--- config.mk ---
export PLATFORM = sky130hd
export DESIGN_NAME = mem_arbiter
export DESIGN_NICKNAME = d
export VERILOG_FILES = /design/src/rtl/mem_arbiter_pkg.sv /design/src/rtl/mem_arbiter_grant.sv /design/src/rtl/mem_arbiter.sv
export SDC_FILE = /design/constraint.sdc
export NUM_CORES = 1
export LEC_CHECK = 0
export ABC_AREA = 1
export CORE_MARGIN = 2
export CORE_UTILIZATION = 35
export CTS_BUF_LIST = sky130_fd_sc_hd__clkbuf_4
export DETAILED_ROUTE_END_ITERATION = 8
export GPL_TIMING_DRIVEN = 0
export PLACE_DENSITY = 0.79
export REMOVE_ABC_BUFFERS = 1
export SYNTH_ARGS = -nofsm -noshare
export SYNTH_HDL_FRONTEND = slang
export SYNTH_HIERARCHICAL = 1
export SYNTH_SLANG_ARGS = --single-unit
--- constraint.sdc ---
create_clock -name clk -period 1.51 [get_ports clk]
set_input_delay 0.2265 -clock clk [delete_from_list [all_inputs] [get_ports clk]]
set_output_delay 0.2265 -clock clk [all_outputs]
set_load 0.05 [all_outputs]
--- src/rtl/mem_arbiter_pkg.sv ---
// ----------------------------------------------------------------------------
// lc3b_types
//   Shared LC-3b memory-side types used by the two-port memory arbiter.
//   lc3b_word       16-bit address/data word
//   lc3b_mem_wmask  2-bit byte write mask (bit 0 = low byte)
//   mem_arb_state_t arbiter FSM state
//   arb_port_t      identifies an upstream port (A = fetch, B = data)
// ----------------------------------------------------------------------------
package lc3b_types;

    typedef logic [15:0] lc3b_word;
    typedef logic [1:0]  lc3b_mem_wmask;

    typedef enum logic [1:0] {
        IDLE    = 2'd0,
        SERVE_A = 2'd1,
        SERVE_B = 2'd2
    } mem_arb_state_t;

    typedef enum logic {
        ARB_A = 1'b0,
        ARB_B = 1'b1
    } arb_port_t;

endpackage

--- src/rtl/mem_arbiter_grant.sv ---
// ----------------------------------------------------------------------------
// mem_arbiter_grant
//   Combinational grant selection between the two upstream ports.
//   Build option: MEM_ARB_ROUND_ROBIN_EN
//     undefined : fixed priority, B (data) always beats A (fetch)
//     defined   : on a tie, the port that did not win last time is granted
//   Ports:
//     req_a, req_b  in   port A / B currently requesting
//     last_grant    in   port served by the most recent transaction (arb_port_t)
//     grant         out  selected port (arb_port_t); only meaningful when a
//                        request is present
// ----------------------------------------------------------------------------
module mem_arbiter_grant
    import lc3b_types::*;
(
    input  logic req_a,
    input  logic req_b,
    input  logic last_grant,
    output logic grant
);

    arb_port_t sel;

    always_comb begin
        sel = arb_port_t'(last_grant);
`ifdef MEM_ARB_ROUND_ROBIN_EN
        if (req_a && req_b) begin
            sel = (arb_port_t'(last_grant) == ARB_A) ? ARB_B : ARB_A;
        end else if (req_b) begin
            sel = ARB_B;
        end else if (req_a) begin
            sel = ARB_A;
        end
`else
        if (req_b) begin
            sel = ARB_B;
        end else if (req_a) begin
            sel = ARB_A;
        end
`endif
        // With nothing requesting the selection parks on the previous
        // winner; the FSM ignores it in that case.
    end

    assign grant = sel;

endmodule

--- src/rtl/mem_arbiter.sv ---
// ----------------------------------------------------------------------------
// mem_arbiter
//   Two-to-one arbiter placing the CPU fetch port (A) and data port (B) onto
//   one single-ported physical memory and steering each completion back.
//   Build option: MEM_ARB_ROUND_ROBIN_EN (see mem_arbiter_grant).
//
//   Handshake (upstream and pmem alike): the requester raises read or write
//   as a level together with address/wdata/wmask and holds them until the
//   one-cycle resp pulse; read data is valid only in the resp cycle. Raising
//   read and write together is treated as a write.
//
//   Ports:
//     clk, rst_n                  clock, async active-low reset
//     read_x/write_x/wmask_x/
//     address_x/wdata_x           port x request (x = a, b)
//     resp_x/rdata_x              port x completion pulse and read data
//     pmem_read/write/wmask/
//     address/wdata               memory request, driven only while serving
//     pmem_resp/pmem_rdata        memory completion and read data
//     dbg_state                   current FSM state (mem_arb_state_t encoding)
// ----------------------------------------------------------------------------
module mem_arbiter
    import lc3b_types::*;
#(
    parameter int ADDR_W = $bits(lc3b_word),
    parameter int DATA_W = $bits(lc3b_word),
    parameter int MASK_W = $bits(lc3b_mem_wmask)
) (
    input  logic              clk,
    input  logic              rst_n,
    input  logic              read_a,
    input  logic              write_a,
    input  logic [MASK_W-1:0] wmask_a,
    input  logic [ADDR_W-1:0] address_a,
    input  logic [DATA_W-1:0] wdata_a,
    output logic              resp_a,
    output logic [DATA_W-1:0] rdata_a,
    input  logic              read_b,
    input  logic              write_b,
    input  logic [MASK_W-1:0] wmask_b,
    input  logic [ADDR_W-1:0] address_b,
    input  logic [DATA_W-1:0] wdata_b,
    output logic              resp_b,
    output logic [DATA_W-1:0] rdata_b,
    output logic              pmem_read,
    output logic              pmem_write,
    output logic [MASK_W-1:0] pmem_wmask,
    output logic [ADDR_W-1:0] pmem_address,
    output logic [DATA_W-1:0] pmem_wdata,
    input  logic              pmem_resp,
    input  logic [DATA_W-1:0] pmem_rdata,
    output logic [1:0]        dbg_state
);

    mem_arb_state_t    state;
    mem_arb_state_t    state_next;
    arb_port_t         last_grant;
    logic              grant;
    logic              req_a;
    logic              req_b;

    // Request registers: the memory sees only these, so upstream changes
    // during a transaction cannot disturb it.
    logic              req_we;
    logic [ADDR_W-1:0] req_addr;
    logic [DATA_W-1:0] req_wdata;
    logic [MASK_W-1:0] req_wmask;

    assign req_a = read_a | write_a;
    assign req_b = read_b | write_b;

    mem_arbiter_grant u_grant (
        .req_a      (req_a),
        .req_b      (req_b),
        .last_grant (last_grant),
        .grant      (grant)
    );

    always_ff @(posedge clk or negedge rst_n) begin
        if (!rst_n) begin
            state      <= IDLE;
            last_grant <= ARB_A;
            req_we     <= 1'b0;
            req_addr   <= '0;
            req_wdata  <= '0;
            req_wmask  <= '0;
        end else begin
            state <= state_next;
            if (state == IDLE && (req_a || req_b)) begin
                if (arb_port_t'(grant) == ARB_B) begin
                    req_we    <= write_b;
                    req_addr  <= address_b;
                    req_wdata <= wdata_b;
                    req_wmask <= wmask_b;
                end else begin
                    req_we    <= write_a;
                    req_addr  <= address_a;
                    req_wdata <= wdata_a;
                    req_wmask <= wmask_a;
                end
            end
            if (pmem_resp) begin
                if (state == SERVE_A) last_grant <= ARB_A;
                if (state == SERVE_B) last_grant <= ARB_B;
            end
        end
    end

    always_comb begin
        state_next   = state;
        resp_a       = 1'b0;
        rdata_a      = '0;
        resp_b       = 1'b0;
        rdata_b      = '0;
        pmem_read    = 1'b0;
        pmem_write   = 1'b0;
        pmem_wmask   = '0;
        pmem_address = '0;
        pmem_wdata   = '0;

        case (state)
            IDLE: begin
                if (req_a || req_b) begin
                    state_next = (arb_port_t'(grant) == ARB_B) ? SERVE_B : SERVE_A;
                end
            end
            SERVE_A, SERVE_B: begin
                pmem_read    = ~req_we;
                pmem_write   = req_we;
                pmem_wmask   = req_wmask;
                pmem_address = req_addr;
                pmem_wdata   = req_wdata;
                if (pmem_resp) begin
                    // Always return to IDLE: the idle cycle gives the
                    // requester time to drop its level request.
                    state_next = IDLE;
                    if (state == SERVE_A) begin
                        resp_a  = 1'b1;
                        rdata_a = pmem_rdata;
                    end else begin
                        resp_b  = 1'b1;
                        rdata_b = pmem_rdata;
                    end
                end
            end
            default: state_next = IDLE;
        endcase
    end

    assign dbg_state = state;

endmodule

==> run metrics, run 1 <==
outcome=finished with violations; violated checks=setup timing; largest family of logic cells by synthesized area=simple AND/OR/NAND/NOR gates; Slew Limit Fails=0; Synth Area in Adders=0.0186; Synth Register Bits=38; core area=between 7000 and 8000 sq um; GRT Total Usage=0.192; Util after Layout=0.670; Synth Flop Type=dfrtp_1; Max-cap violations=0; Fin. Hold Viols=0; final hold slack=about 0.5 ns; crit-path max FO=16; total number of vias=approximately 2,800; clk buf depth=2; most common cell in the netlist=nand2_1; CTS buffer count=5; Root Buffer=clkbuf_4; Netlist cell types=24; RSZ-0062 raised after global routing=true; Clk Latency, worst-skew pair=approximately 0.34 ns; Setup TNS=-25.22 ns; Die Wd=around 92 microns; Async S/R FF share, synth=1.00; CTS Sinks=38; clock-pin slew on the worst setup and hold paths=0.12 ns; # nets final=618; n_diodes=0; Iter 0 DRT Violations=68; vias in the first global route=2,691; First-pass DRT Iterations=4; DIE HEIGHT=around 92 microns; Gate Count Post-Synth=about 360; Slew @ Worst Pin=around 0.86 ns; # H-tree levels=2; largest net degree at the start of global routing=between 70 and 80; FMAX=just over 500 MHz; type of destination of the critical path=output port; P per Cell Area=between 2000 and 2500 nW/um^2; post-synthesis compound-gate area fraction=0.198; Multi-input gate area=around 1600 sq um; Mapped Area=approximately 2700 sq um; Peak supply drop=787 uV; Filler cells=slightly below 600; Worst slew margin=0.424; multiplexer share of the synthesized area=0; DPL Wire Length=roughly 5.4 mm; simple-gate portion of the synthesized area=0.274; DIE AREA=8410 sq um; RePlAce Congestion=between 0.7 and 0.8; Residual DRC=0; Seq/Total Area, Yosys=0.353; syn_area_per_cell=around 7.6 sq um; Reg2Reg Depth=5; skew final=around 0.012 ns; std cell rows=31; I/O pin count=about 160; top cells by count, synth=nand2_1, inv_1, o21ai_2; routed vias/inst=~4.5; initial antenna violation count=0; Starting Density=0.365; first-pass GRT wire length=around 13 mm; top cell type's share of synthesized area=0.353; final setup fails=70; WHS Path Cells=2; synthesis-to-finish area growth=83.3%; Synth area leader=dfrtp_1; Port-buffer cells=~160; Synth area leaders=dfrtp_1, o21ai_2, nand2_1, inv_1, buf_6; clock tree from TritonCTS=built; LEAKAGE=approximately 2.4 nW; Reg area=approximately 950 sq um; post-route ant nets=0; EDFF count, synth=0; share of cells above drive strength 1=0.433; WP data arrival=~1.8 ns; grt ovf=0; routed length per placed instance=13.6 microns; CP Launch Type=flip-flop; Synth Warn #=6; Final WS setup=-0.475 ns; total chip power=between 0.01 and 0.015 W; fin crit share=1.31; crit path kind=flip-flop to output port; Worst Path Required=approximately 1.3 ns; worst hold path class=flip-flop to flip-flop; post-synthesis xor/xnor area fraction=0; post-layout minimum cycle time=approximately 2.0 ns; final wirelength=8.48 mm
## layout make-up
type | count | share of cell area
Tap cell | 99 | 0.0251
Clock buffer | 5 | 0.00761
Timing Repair Buffer | 179 | 0.394
Inverter | 63 | 0.0515
Sequential cell | 38 | 0.193
Multi-Input combinational cell | 236 | 0.326
Clock inverter | 3 | 0.00330
## per-layer routing
layer | GRT usage | wire [microns] | up-vias
met4 | 0.0348 | 104 | 0
met1 | 0.213 | 3270 | 1275
met3 | 0.0666 | 822 | 9
li1 | - | - | 1426
met5 | 0 | 0 | -
met2 | 0.356 | 4280 | 123
## worst max-delay path, cell delays in order, from the launching register on
cell and delay (ns):
dfrtp_1 0.37, inv_2 0.07, ha_4 0.33, nand2_4 0.09
nor2_4 0.15, inv_6 0.11, nor2_2 0.13, buf_6 0.17
## kinds of logic (layout without fill, tap and decap cells)
logic type,Yosys count,in the layout
adder cells (fa/ha/maj),4,4
AND/OR/NAND/NOR,160,162
flip-flops,38,38
buffers and inverters,83,250
AO/OA/AOI/OAI,70,70
## cell usage in the layout, fill, tap and decap left out, drive strengths merged
cell and count:
buf 87, dfrtp 38, clkbuf 6, clkinvlp 1
o21ai 70, nor2 36, or2 35, clkdlybuf4s50 89
nand3 1, nand2 88, clkinv 2, nand4 2
inv 63, clkdlybuf4s15 1, ha 4, dlygate4sd3 1
## through the flow
step           cells  cell area, sq um  worst slack (ns)
6_report         623              4930            -0.475
5_1_grt          623              4930            -0.587
4_1_cts          616              4710            -0.483
3_5_place_dp     596              4250             -1.98
3_3_place_gp     596              4260             -1.95
2_1_floorplan    335              2510             -1.98
## sequential cells by signal (all words and copies together), names as in the netlist
name        cells
req_wdata      16
last_grant      1
req_we          1
req_wmask       2
dbg_state       2
req_addr       16
## report_power, final
| group | internal [W] | leakage [nW] | switching [W] |
|---|---|---|---|
| sequential | 0.00153 | 0.459 | 0.000332 |
| clock | 0.000173 | 0.0286 | 0.000348 |
| combinational | 0.00314 | 1.91 | 0.00493 |
## path summary, 6_finish.rpt
| path | start | endpoint | slack [ns] |
|---|---|---|---|
| setup reg to reg | dbg_state[1]$_DFFE_PN0P_ | req_wdata[11]$_DFFE_PN0P_ | 0.09 |
| hold / removal | req_wdata[10]$_DFFE_PN0P_ | req_wdata[10]$_DFFE_PN0P_ | 0.49 |
| setup / recovery | dbg_state[1]$_DFFE_PN0P_ | rdata_b[10] | -0.48 |
| min in group asynchronous | rst_n | req_addr[9]$_DFFE_PN0P_ | 0.52 |
| max in group asynchronous | rst_n | req_we$_DFFE_PN0P_ | 0.45 |
| hold reg to reg | req_wdata[10]$_DFFE_PN0P_ | req_wdata[10]$_DFFE_PN0P_ | 0.49 |
## repair_timing
item / 4_1_cts / 5_1_grt
endpoints found under the hold margin: 1 / 0
hold buffers: 1 / 0
pin swaps: 2 / 4
resized for setup: 566 / 48
buffers inserted: 10 / 5
setup endpoints to repair: 110 / 89
gates cloned: 1 / 2
Note: power is estimated with default switching activity, not from simulation.
==> inputs of run 2 (changes only) <==
Settings changed: HOLD_SLACK_MARGIN set to 0.1.
==> results of run 2 <==
Final layout, timing and power as in run 1 (identical DEF).
==> inputs of run 3 (changes only) <==
Settings changed: CORE_MARGIN 2 to 5.
==> run 3 against run 2 <==
  * The flow still finishes with violations (setup timing)
  * Die area grew 14%
  * Clock power increased by 31%
  * Non-clock buffer count up 8
  * Critical path depth did not move
  * Sequential share of layout area decreased by 1.4 points
  * Final cell count increased by 1.4%
  * Flip-flop and latch count unchanged
  * Register-to-register slack lost 0.15 ns
  * Sequential power up 9%
  * Combinational power rose by 15%
  * Routed wire length is 21% higher
  * Largest cell class unchanged
  * Largest power group unchanged
  * Highest routed layer unchanged
==> run metrics, run 3 (synthesis gave the netlist of run 1 again) <==
outcome=finished with violations (unchanged); violated checks=setup timing (unchanged); WP data arrival=1.80 ns (was 1.76 ns); RSZ-0062 raised after global routing=true (unchanged); post-layout minimum cycle time=2.03 ns (was 1.99 ns); skew final=0.00366 ns (was 0.0118 ns); Largest regs=req_addr (16), req_wdata (16) (unchanged); Slew @ Worst Pin=0.896 ns (was 0.864 ns); I/O pin count=163 (unchanged); initial antenna violation count=0 (unchanged); final wirelength=10.3 mm (was 8.48 mm); Fin. Hold Viols=0 (unchanged); Slew Limit Fails=0 (unchanged); Clk Latency, worst-skew pair=0.34 ns (about the same); LEAKAGE=2.58 nW (was 2.40 nW); CTS Sinks=38 (unchanged); Worst slew margin=0.403 (was 0.424); Reg2Reg Depth=9 (was 5); DIE HEIGHT=97.7 microns (was 91.7 microns); post-route cell area=5310 sq um (was 4930 sq um); Util after Layout=0.698 (was 0.670); Peak supply drop=904 uV (was 787 uV); std cell rows=32 (was 31); core area=7610 sq um (was 7370 sq um); worst hold path class=input port to flip-flop (was flip-flop to flip-flop); n_diodes=0 (unchanged); First-pass DRT Iterations=4 (unchanged); r2r setup slk=-0.06 ns (was 0.09 ns); WHS Path Cells=6 (was 2); Die Wd=97.7 microns (was 91.7 microns); GRT Total Usage=0.176 (was 0.192); crit path kind=flip-flop to output port (unchanged); Placed Area=4260 sq um (was 4250 sq um); share of cells above drive strength 1=0.521 (was 0.433); # nets final=625 (was 618); crit-path max FO=16 (unchanged); grt ovf=0 (unchanged); Max-cap violations=0 (unchanged); commonest non-fill, non-tap cell in the layout=clkdlybuf4s50_1 (unchanged); Worst Path Required=1.28 ns (about the same); clock tree from TritonCTS=built (unchanged); final cell count without fillers=632 (was 623); CP Launch Type=flip-flop (unchanged); Residual DRC=0 (unchanged); type of destination of the critical path=output port (unchanged); Final WS setup=-0.520 ns (was -0.475 ns); post-route ant nets=0 (unchanged); Iter 0 DRT Violations=84 (was 68); largest net degree at the start of global routing=71 (unchanged); CTS buffer count=5 (unchanged); FMAX=493 MHz (was 504 MHz); total number of vias=2,958 (was 2,833); final setup fails=73 (was 70); routed length per placed instance=16.2 microns (was 13.6 microns); most frequent cells in the layout=clkdlybuf4s50_1, o21ai_2, nand2_1 (was clkdlybuf4s50_1, nand2_1, buf_6); Port-buffer cells=162 (unchanged); P per Cell Area=2250 nW/um^2 (was 2120 nW/um^2); DIE AREA=9550 sq um (was 8410 sq um); RePlAce Congestion=0.807 (was 0.749); Root Buffer=clkbuf_4 (unchanged); clk buf depth=2 (unchanged); clock-pin slew on the worst setup and hold paths=0.12 ns (about the same); first-pass GRT wire length=13.7 mm (was 12.9 mm); Starting Density=0.354 (was 0.365); DPL Wire Length=5.92 mm (was 5.35 mm); vias in the first global route=2,775 (was 2,691); fin crit share=1.34 (was 1.31); # H-tree levels=2 (unchanged); Placed Instances=599 (was 596); synthesis-to-finish area growth=97.1% (was 83.3%); routed vias/inst=4.68 (was 4.55)
[run 3: path summary, 6_finish.rpt]
check / startpoint / end
max: dbg_state[1]$_DFFE_PN0P_ / rdata_a[7]
min: write_a / dbg_state[0]$_DFFE_PN0P_
max reg2reg: dbg_state[0]$_DFFE_PN0P_ / dbg_state[1]$_DFFE_PN0P_
min reg2reg: req_wdata[0]$_DFFE_PN0P_ / req_wdata[0]$_DFFE_PN0P_
max in group asynchronous: rst_n / req_addr[12]$_DFFE_PN0P_
min in group asynchronous: rst_n / req_wmask[1]$_DFFE_PN0P_
[run 3: layout make-up]
| cell class | count | area (sq um) |
|---|---|---|
| inverters | 63 | 256 |
| fillers | 553 | 2300 |
| repair buffers | 187 | 2140 |
| clock inverters | 2 | 33.8 |
| multi-input cells | 235 | 1760 |
| flip-flops and latches | 38 | 951 |
| clock buffers | 5 | 37.5 |
| well taps | 102 | 128 |
[run 3: per-stage QoR]
step           power (W)  setup WS (ns)  hold WS (ns)  TNS [ns]
2_1_floorplan    0.00610          -1.98       -0.0691    -92.51
3_3_place_gp     0.00811          -2.03         0.465   -184.72
3_5_place_dp     0.00820          -2.10         0.399   -163.30
4_1_cts           0.0101         -0.518         0.487    -29.24
5_1_grt           0.0125         -0.613         0.363    -36.69
6_report          0.0120         -0.520         0.346    -29.92
[run 3: per-layer routing]
metal / up-vias / GRT usage / wire length [microns]
li1: 1442 / - / -
met1: 1362 / 0.197 / 3980
met5: - / 0 / 0
met3: 16 / 0.0632 / 842
met4: 0 / 0.0341 / 131
met2: 138 / 0.322 / 5320
[run 3: repair_timing]
action / CTS / global route
resized for setup: 573 / 136
setup endpoints to repair: 110 / 108
gates cloned: 0 / 4
pin swaps: 1 / 5
buffers inserted: 10 / 11
hold buffers: 1 / 0
hold endpoints to repair: 38 / 0
[run 3: where the power goes]
group / total, W / switching [W] / internal [W]
registers: 0.00203 / 0.000495 / 0.00153
clock network: 0.000682 / 0.000347 / 0.000335
logic: 0.00926 / 0.00546 / 0.00380
[run 3: critical path, cell delays in order, from the launching register on]
cell	delay, ns
dfrtp_1	0.41
inv_2	0.07
ha_4	0.31
nand2_4	0.08
inv_4	0.09
nand2_8	0.14
nor2_2	0.18
buf_6	0.18
